[config.mk]
export PLATFORM = sky130hd
export DESIGN_NAME = cc_fill_line_assembler
export DESIGN_NICKNAME = d
export VERILOG_FILES = /design/src/rtl/cc_fill_line_assembler.sv
export SDC_FILE = /design/constraint.sdc
export NUM_CORES = 2
export LEC_CHECK = 0
export ABC_AREA = 1
export CAP_MARGIN = 0
export CORE_ASPECT_RATIO = 1.5
export CORE_MARGIN = 8
export CORE_UTILIZATION = 60
export DETAILED_ROUTE_END_ITERATION = 6
export PLACE_DENSITY = 0.95
export SLEW_MARGIN = 25
export SYNTH_ARGS = -nofsm -noshare
export SYNTH_HDL_FRONTEND = slang
export SYNTH_SLANG_ARGS = --single-unit
[constraint.sdc]
create_clock -name clk -period 8.9 [get_ports clk]
set_input_delay 1.78 -clock clk [delete_from_list [all_inputs] [get_ports clk]]
set_output_delay 1.78 -clock clk [all_outputs]
set_load 0.1 [all_outputs]
[src/rtl/cc_fill_line_assembler.sv]
// Purpose : rebuilds 512-bit cache lines from 8-beat critical-word-first memory R bursts.
// Latency : fill_valid_o rises one cycle after the completing beat.
// Backpr. : one finished line may wait in HOLD behind the output register; asm_ready_o=0 there.
//
// Ports
//   clk, rst_n                         clock, async active-low reset
//   miss_wren_i/tag/idx/ofs, info_full_o  miss-info push side (issue order)
//   mem_rdata/rlast/rvalid/rready_i    observed memory R channel
//   asm_ready_o                        0 while a finished line is held (ANDed into mem_rready)
//   fill_valid_o/ready_i/tag/idx/data  line fill to the SRAM write port
//   proto_err_o                        sticky protocol error
module cc_fill_line_assembler #(
   parameter int TAG_W      = 17,
   parameter int IDX_W      = 9,
   parameter int INFO_DEPTH = 4
) (
   input  logic               clk,
   input  logic               rst_n,
   input  logic               miss_wren_i,
   input  logic [TAG_W-1:0]   miss_tag_i,
   input  logic [IDX_W-1:0]   miss_idx_i,
   input  logic [2:0]         miss_ofs_i,
   output logic               info_full_o,
   input  logic [63:0]        mem_rdata_i,
   input  logic               mem_rlast_i,
   input  logic               mem_rvalid_i,
   input  logic               mem_rready_i,
   output logic               asm_ready_o,
   output logic               fill_valid_o,
   input  logic               fill_ready_i,
   output logic [TAG_W-1:0]   fill_tag_o,
   output logic [IDX_W-1:0]   fill_idx_o,
   output logic [511:0]       fill_data_o,
   output logic               proto_err_o
);

   localparam int PTR_W  = $clog2(INFO_DEPTH);
   localparam int INFO_W = TAG_W + IDX_W + 3;
   localparam logic [PTR_W:0] PTR_ONE = {{PTR_W{1'b0}}, 1'b1};

   typedef enum logic {
      ST_ASSEMBLE = 1'b0,
      ST_HOLD     = 1'b1
   } state_t;

   // ---------------- miss-info FIFO ----------------
   logic [INFO_W-1:0] info_mem_q [INFO_DEPTH];
   logic [PTR_W:0]    wr_ptr_q, wr_ptr_d;
   logic [PTR_W:0]    rd_ptr_q, rd_ptr_d;
   logic              info_empty;
   logic              info_full;
   logic              info_push;
   logic              info_pop;
   logic              push_drop;
   logic [INFO_W-1:0] head;
   logic [TAG_W-1:0]  head_tag;
   logic [IDX_W-1:0]  head_idx;
   logic [2:0]        head_ofs;

   assign info_empty = (wr_ptr_q == rd_ptr_q);
   assign info_full  = (wr_ptr_q[PTR_W] != rd_ptr_q[PTR_W]) &&
                       (wr_ptr_q[PTR_W-1:0] == rd_ptr_q[PTR_W-1:0]);
   assign head       = info_mem_q[rd_ptr_q[PTR_W-1:0]];
   assign head_ofs   = head[2:0];
   assign head_idx   = head[IDX_W+2:3];
   assign head_tag   = head[INFO_W-1:IDX_W+3];

   // A pop in the same cycle frees the slot, so a push while full is still taken then.
   assign info_push  = miss_wren_i & (~info_full | info_pop);
   assign push_drop  = miss_wren_i & info_full & ~info_pop;
   assign wr_ptr_d   = info_push ? wr_ptr_q + PTR_ONE : wr_ptr_q;
   assign rd_ptr_d   = info_pop  ? rd_ptr_q + PTR_ONE : rd_ptr_q;

   always_ff @(posedge clk) begin
      if (info_push) begin
         info_mem_q[wr_ptr_q[PTR_W-1:0]] <= {miss_tag_i, miss_idx_i, miss_ofs_i};
      end
   end

   // ---------------- beat handling ----------------
   state_t            state_q, state_d;
   logic [2:0]        cnt_q, cnt_d;
   logic [511:0]      asm_data_q, asm_data_d;
   logic [TAG_W-1:0]  hold_tag_q, hold_tag_d;
   logic [IDX_W-1:0]  hold_idx_q, hold_idx_d;
   logic              fill_valid_q, fill_valid_d;
   logic [TAG_W-1:0]  fill_tag_q, fill_tag_d;
   logic [IDX_W-1:0]  fill_idx_q, fill_idx_d;
   logic [511:0]      fill_data_q, fill_data_d;
   logic              err_q, err_d;

   logic              asm_ready;
   logic              beat;
   logic              beat_ok;
   logic              beat_orphan;
   logic              last_k;
   logic              line_done;
   logic              rlast_err;
   logic [2:0]        slot;
   logic              out_free;
   logic              load_out;

   assign asm_ready   = (state_q == ST_ASSEMBLE);
   assign beat        = mem_rvalid_i & mem_rready_i & asm_ready;
   assign beat_ok     = beat & ~info_empty;
   assign beat_orphan = beat & info_empty;
   assign last_k      = (cnt_q == 3'd7);
   // A burst ends on rlast or on its eighth beat, whichever comes first.
   assign line_done   = beat_ok & (mem_rlast_i | last_k);
   assign rlast_err   = beat_ok & (mem_rlast_i != last_k);
   assign slot        = head_ofs + cnt_q;   // wraps mod 8 by width
   assign info_pop    = line_done;
   assign out_free    = ~fill_valid_q | fill_ready_i;

   always_comb begin
      asm_data_d = asm_data_q;
      if (beat_ok) begin
         asm_data_d[{slot, 6'd0} +: 64] = mem_rdata_i;
      end
   end

   always_comb begin
      cnt_d = cnt_q;
      if (beat_ok) begin
         cnt_d = line_done ? 3'd0 : cnt_q + 3'd1;
      end
   end

   // Tag/index follow the line into HOLD because the FIFO head moves on at the pop.
   assign hold_tag_d = line_done ? head_tag : hold_tag_q;
   assign hold_idx_d = line_done ? head_idx : hold_idx_q;

   always_comb begin
      state_d  = state_q;
      load_out = 1'b0;
      unique case (state_q)
         ST_ASSEMBLE: begin
            if (line_done) begin
               if (out_free) load_out = 1'b1;
               else          state_d  = ST_HOLD;
            end
         end
         ST_HOLD: begin
            if (fill_ready_i) begin
               load_out = 1'b1;
               state_d  = ST_ASSEMBLE;
            end
         end
         default: state_d = ST_ASSEMBLE;
      endcase
   end

   // No beats are accepted in HOLD, so asm_data_d equals the held line there.
   always_comb begin
      fill_valid_d = fill_valid_q & ~fill_ready_i;
      fill_tag_d   = fill_tag_q;
      fill_idx_d   = fill_idx_q;
      fill_data_d  = fill_data_q;
      if (load_out) begin
         fill_valid_d = 1'b1;
         fill_data_d  = asm_data_d;
         fill_tag_d   = (state_q == ST_HOLD) ? hold_tag_q : head_tag;
         fill_idx_d   = (state_q == ST_HOLD) ? hold_idx_q : head_idx;
      end
   end

   assign err_d = err_q | push_drop | beat_orphan | rlast_err;

   always_ff @(posedge clk or negedge rst_n) begin
      if (!rst_n) begin
         wr_ptr_q     <= '0;
         rd_ptr_q     <= '0;
         state_q      <= ST_ASSEMBLE;
         cnt_q        <= 3'd0;
         asm_data_q   <= '0;
         hold_tag_q   <= '0;
         hold_idx_q   <= '0;
         fill_valid_q <= 1'b0;
         fill_tag_q   <= '0;
         fill_idx_q   <= '0;
         fill_data_q  <= '0;
         err_q        <= 1'b0;
      end else begin
         wr_ptr_q     <= wr_ptr_d;
         rd_ptr_q     <= rd_ptr_d;
         state_q      <= state_d;
         cnt_q        <= cnt_d;
         asm_data_q   <= asm_data_d;
         hold_tag_q   <= hold_tag_d;
         hold_idx_q   <= hold_idx_d;
         fill_valid_q <= fill_valid_d;
         fill_tag_q   <= fill_tag_d;
         fill_idx_q   <= fill_idx_d;
         fill_data_q  <= fill_data_d;
         err_q        <= err_d;
      end
   end

   assign info_full_o  = info_full;
   assign asm_ready_o  = asm_ready;
   assign fill_valid_o = fill_valid_q;
   assign fill_tag_o   = fill_tag_q;
   assign fill_idx_o   = fill_idx_q;
   assign fill_data_o  = fill_data_q;
   assign proto_err_o  = err_q;

endmodule
==> results_dict.tcl <==
set metrics [dict create \
    synth.avg_cell_area_sq_um 9.014 \
    placeableCoreArea_sq_um 81200 \
    synth-seq-area-share_pct 62.58 \
    clock_path_buffers 3 \
    grt_pass1_wl_um 261800 \
    cts_buffers 105 \
    cts_hold_repair.buffers 0 \
    required_ns 9.47 \
    syn-num-nets 5557 \
    gp_congestion 0.9006 \
    portBuffers 641 \
    synth_area_sq_um 49070 \
    relSlewSlack_pct 19.60 \
    setup_tns_ns 0 \
    post_cts_buffers 0 \
    hold_viol 0 \
    die_h_um 366.3 \
    grt_max_degree 228 \
    violations "DRC" \
    drv_slew 0 \
    totalWireLength_um 172400 \
    final_common_cell "nand2_1" \
    rsz0062_at_grt "no" \
    synth_warnings 0 \
    grt_pass1_vias 43140 \
    worstSetupStartpointType "register" \
    start_util_pct 60.44 \
    finClkSkew_ns 0.03052 \
    num_rows 128 \
    drc 19 \
    worst_slew_pin_slew_ns 1.202 \
    clk_pin_slew_ns 0.07 \
    overflow 0 \
    period_needed_ns 6.244 \
    yosysTopAreaCellShare_pct 55.48 \
    synth_area_leaders "dfrtp_1, nand2_1, edfxtp_1" \
    status "finished, violations left" \
    grtUsageTotal_pct 37.08 \
    final_net_count 6030 \
    ios 642 \
    final_area_sq_um 59280 \
    dr.pass1.iters 7 \
    antenna_found_initial 17 \
    hpwlAfterDp_um 108200 \
    ant_nets 0 \
    drive_above_1_share_pct 5.048 \
    cts_resized 0 \
    critPathMaxFanout 62 \
    setup_viol 0 \
    htreeDepth 3 \
    viasPerCell 6.052 \
    end_kind "register" \
    vias 42670 \
    drv_cap 0 \
    yosys.area.top_type "dfrtp_1" \
    path_class "reg -> reg" \
    clkSinkCount 1204 \
    tritoncts "yes" \
    wl_per_cell_um 24.44 \
    die_x_um 249.5 \
    final_cell_mix "nand2_1, dfrtp_1, clkdlybuf4s50_1, inv_1, nand3_1" \
    fmax_mhz 160.1 \
    fin_crit_sh_pct 70.16 \
    insertion_delay_ns 0.69 \
    dieArea_sq_um 91380 \
    synth-seq-cells 1204 \
    synthDistinctLibCells 32 \
    worstHoldPathType "reg -> reg" \
    syn_inst 5444 \
    syn_to_final_growth_pct 20.79 \
    root_buffer "clkbuf_16" \
    cp.arrival_ns 6.81 \
    placedInstanceArea_sq_um 55730 \
    first_iter_violations 6122 \
]
final cells by class:
| class | count | area [sq um] |
|---|---|---|
| diodes | 9 | 22.52 |
| clock buffers | 142 | 2958 |
| clock inverters | 50 | 568.0 |
| fillers | 5036 | 21920 |
| inverters | 419 | 1588 |
| multi-input cells | 3502 | 15480 |
| flip-flops and latches | 1204 | 30710 |
| well taps | 1040 | 1301 |
| repair buffers | 685 | 6648 |
metal layers:
| layer | share of wire (%) | up-vias | global-route usage [%] |
|---|---|---|---|
| met5 | 0.049 | - | 0 |
| met4 | 8.7 | 12 | 26.90 |
| met3 | 13 | 792 | 11.91 |
| met2 | 45 | 3316 | 56.50 |
| met1 | 33 | 20530 | 44.30 |
| li1 | - | 18020 | - |
kinds of logic (layout without fill, tap and decap cells):
group | Yosys count | after routing | share of synthesized area, %
and+or+nand+nor | 3132 | 3132 | 27.13
xor gates and xnor gates | 4 | 4 | 0.07140
buffers and inverters | 738 | 1296 | 6.188
AOI/OAI and AO/OA | 353 | 353 | 3.682
adders and majority gates | 13 | 13 | 0.3467
DFF | 1204 | 1204 | 62.58
other | 0 | 9 | 0
registers in the layout, summed over array words and instances, names as in the netlist:
signal and count:
cnt_q 3, hold_tag_q 17, fill_tag_o 17, info_mem_q 116, asm_data_q 512, proto_err_o 1, fill_data_o 512, rd_ptr_q 3
state_q 1, hold_idx_q 9, wr_ptr_q 3, fill_idx_o 9, fill_valid_o 1
through the flow:
| stage | worst slack [ns] | instances | util (%) | hold slack [ns] |
|---|---|---|---|---|
| global placement | 2.541 | 6847 | 68.75 | 0.4509 |
| global route | 2.458 | 7045 | 72.98 | 0.4882 |
| detailed placement | 2.306 | 6848 | 68.64 | 0.4548 |
| CTS | 2.206 | 7040 | 72.98 | 0.4705 |
| floorplan | 4.543 | 5444 | - | 0.4379 |
| finish | 2.656 | 7051 | 73.00 | 0.4719 |
worst max-delay path, stage by stage (launching register included):
cell and delay, ns:
dfrtp_4 0.87, inv_2 0.19, o21ai_0 0.22, o22ai_1 0.15
ha_4 0.19, fa_1 0.42, xnor2_1 0.23, nand3_1 0.17
nand2_1 0.11, inv_1 0.09, ha_1 0.43, inv_1 0.21
nor2_4 0.55, nand3_1 0.25, nor2_4 0.80, buf_4 0.66
nand3_1 0.25, and2_1 0.26
synthesized netlist by cell type:
| cell type | n |
|---|---|
| nand2_1 | 2220 |
| dfrtp_1 | 1088 |
| inv_1 | 411 |
| nand3_1 | 383 |
| and2_1 | 256 |
| o21ai_0 | 240 |
| buf_2 | 198 |
| nand4_1 | 149 |
| edfxtp_1 | 116 |
| nor2_1 | 112 |
| clkbuf_1 | 107 |
| o21ai_1 | 69 |
| o22ai_1 | 29 |
| a21oi_1 | 13 |
| ha_1 | 12 |
| buf_1 | 10 |
| inv_2 | 6 |
| buf_4 | 3 |
| nand3_2 | 3 |
| nor2_2 | 3 |
| xor2_1 | 3 |
| clkinv_1 | 2 |
| nor2_4 | 2 |
| a31oi_1 | 1 |
| buf_6 | 1 |
| fa_1 | 1 |
| nand2_2 | 1 |
| nand2_4 | 1 |
| nand3_4 | 1 |
| nor3_1 | 1 |
| o21a_1 | 1 |
| xnor2_1 | 1 |
worst paths after layout:
path	from	end	slack, ns	cells after the start
worst max-delay path	rd_ptr_q[0]$_DFFE_PN0P_	asm_data_q[263]$_DFF_PN0_	2.66	17
worst min-delay path	asm_data_q[510]$_DFF_PN0_	asm_data_q[510]$_DFF_PN0_	0.47	2
worst max register to register	rd_ptr_q[0]$_DFFE_PN0P_	asm_data_q[263]$_DFF_PN0_	2.66	17
worst min register to register	asm_data_q[510]$_DFF_PN0_	asm_data_q[510]$_DFF_PN0_	0.47	2
max in group asynchronous	rst_n	fill_data_o[432]$_DFFE_PN0P_	5.66	4
min in group asynchronous	rst_n	asm_data_q[73]$_DFF_PN0_	1.16	1
Power is not shown: default switching activity piles up to over one toggle a cycle in this logic, so the estimate is an artifact.
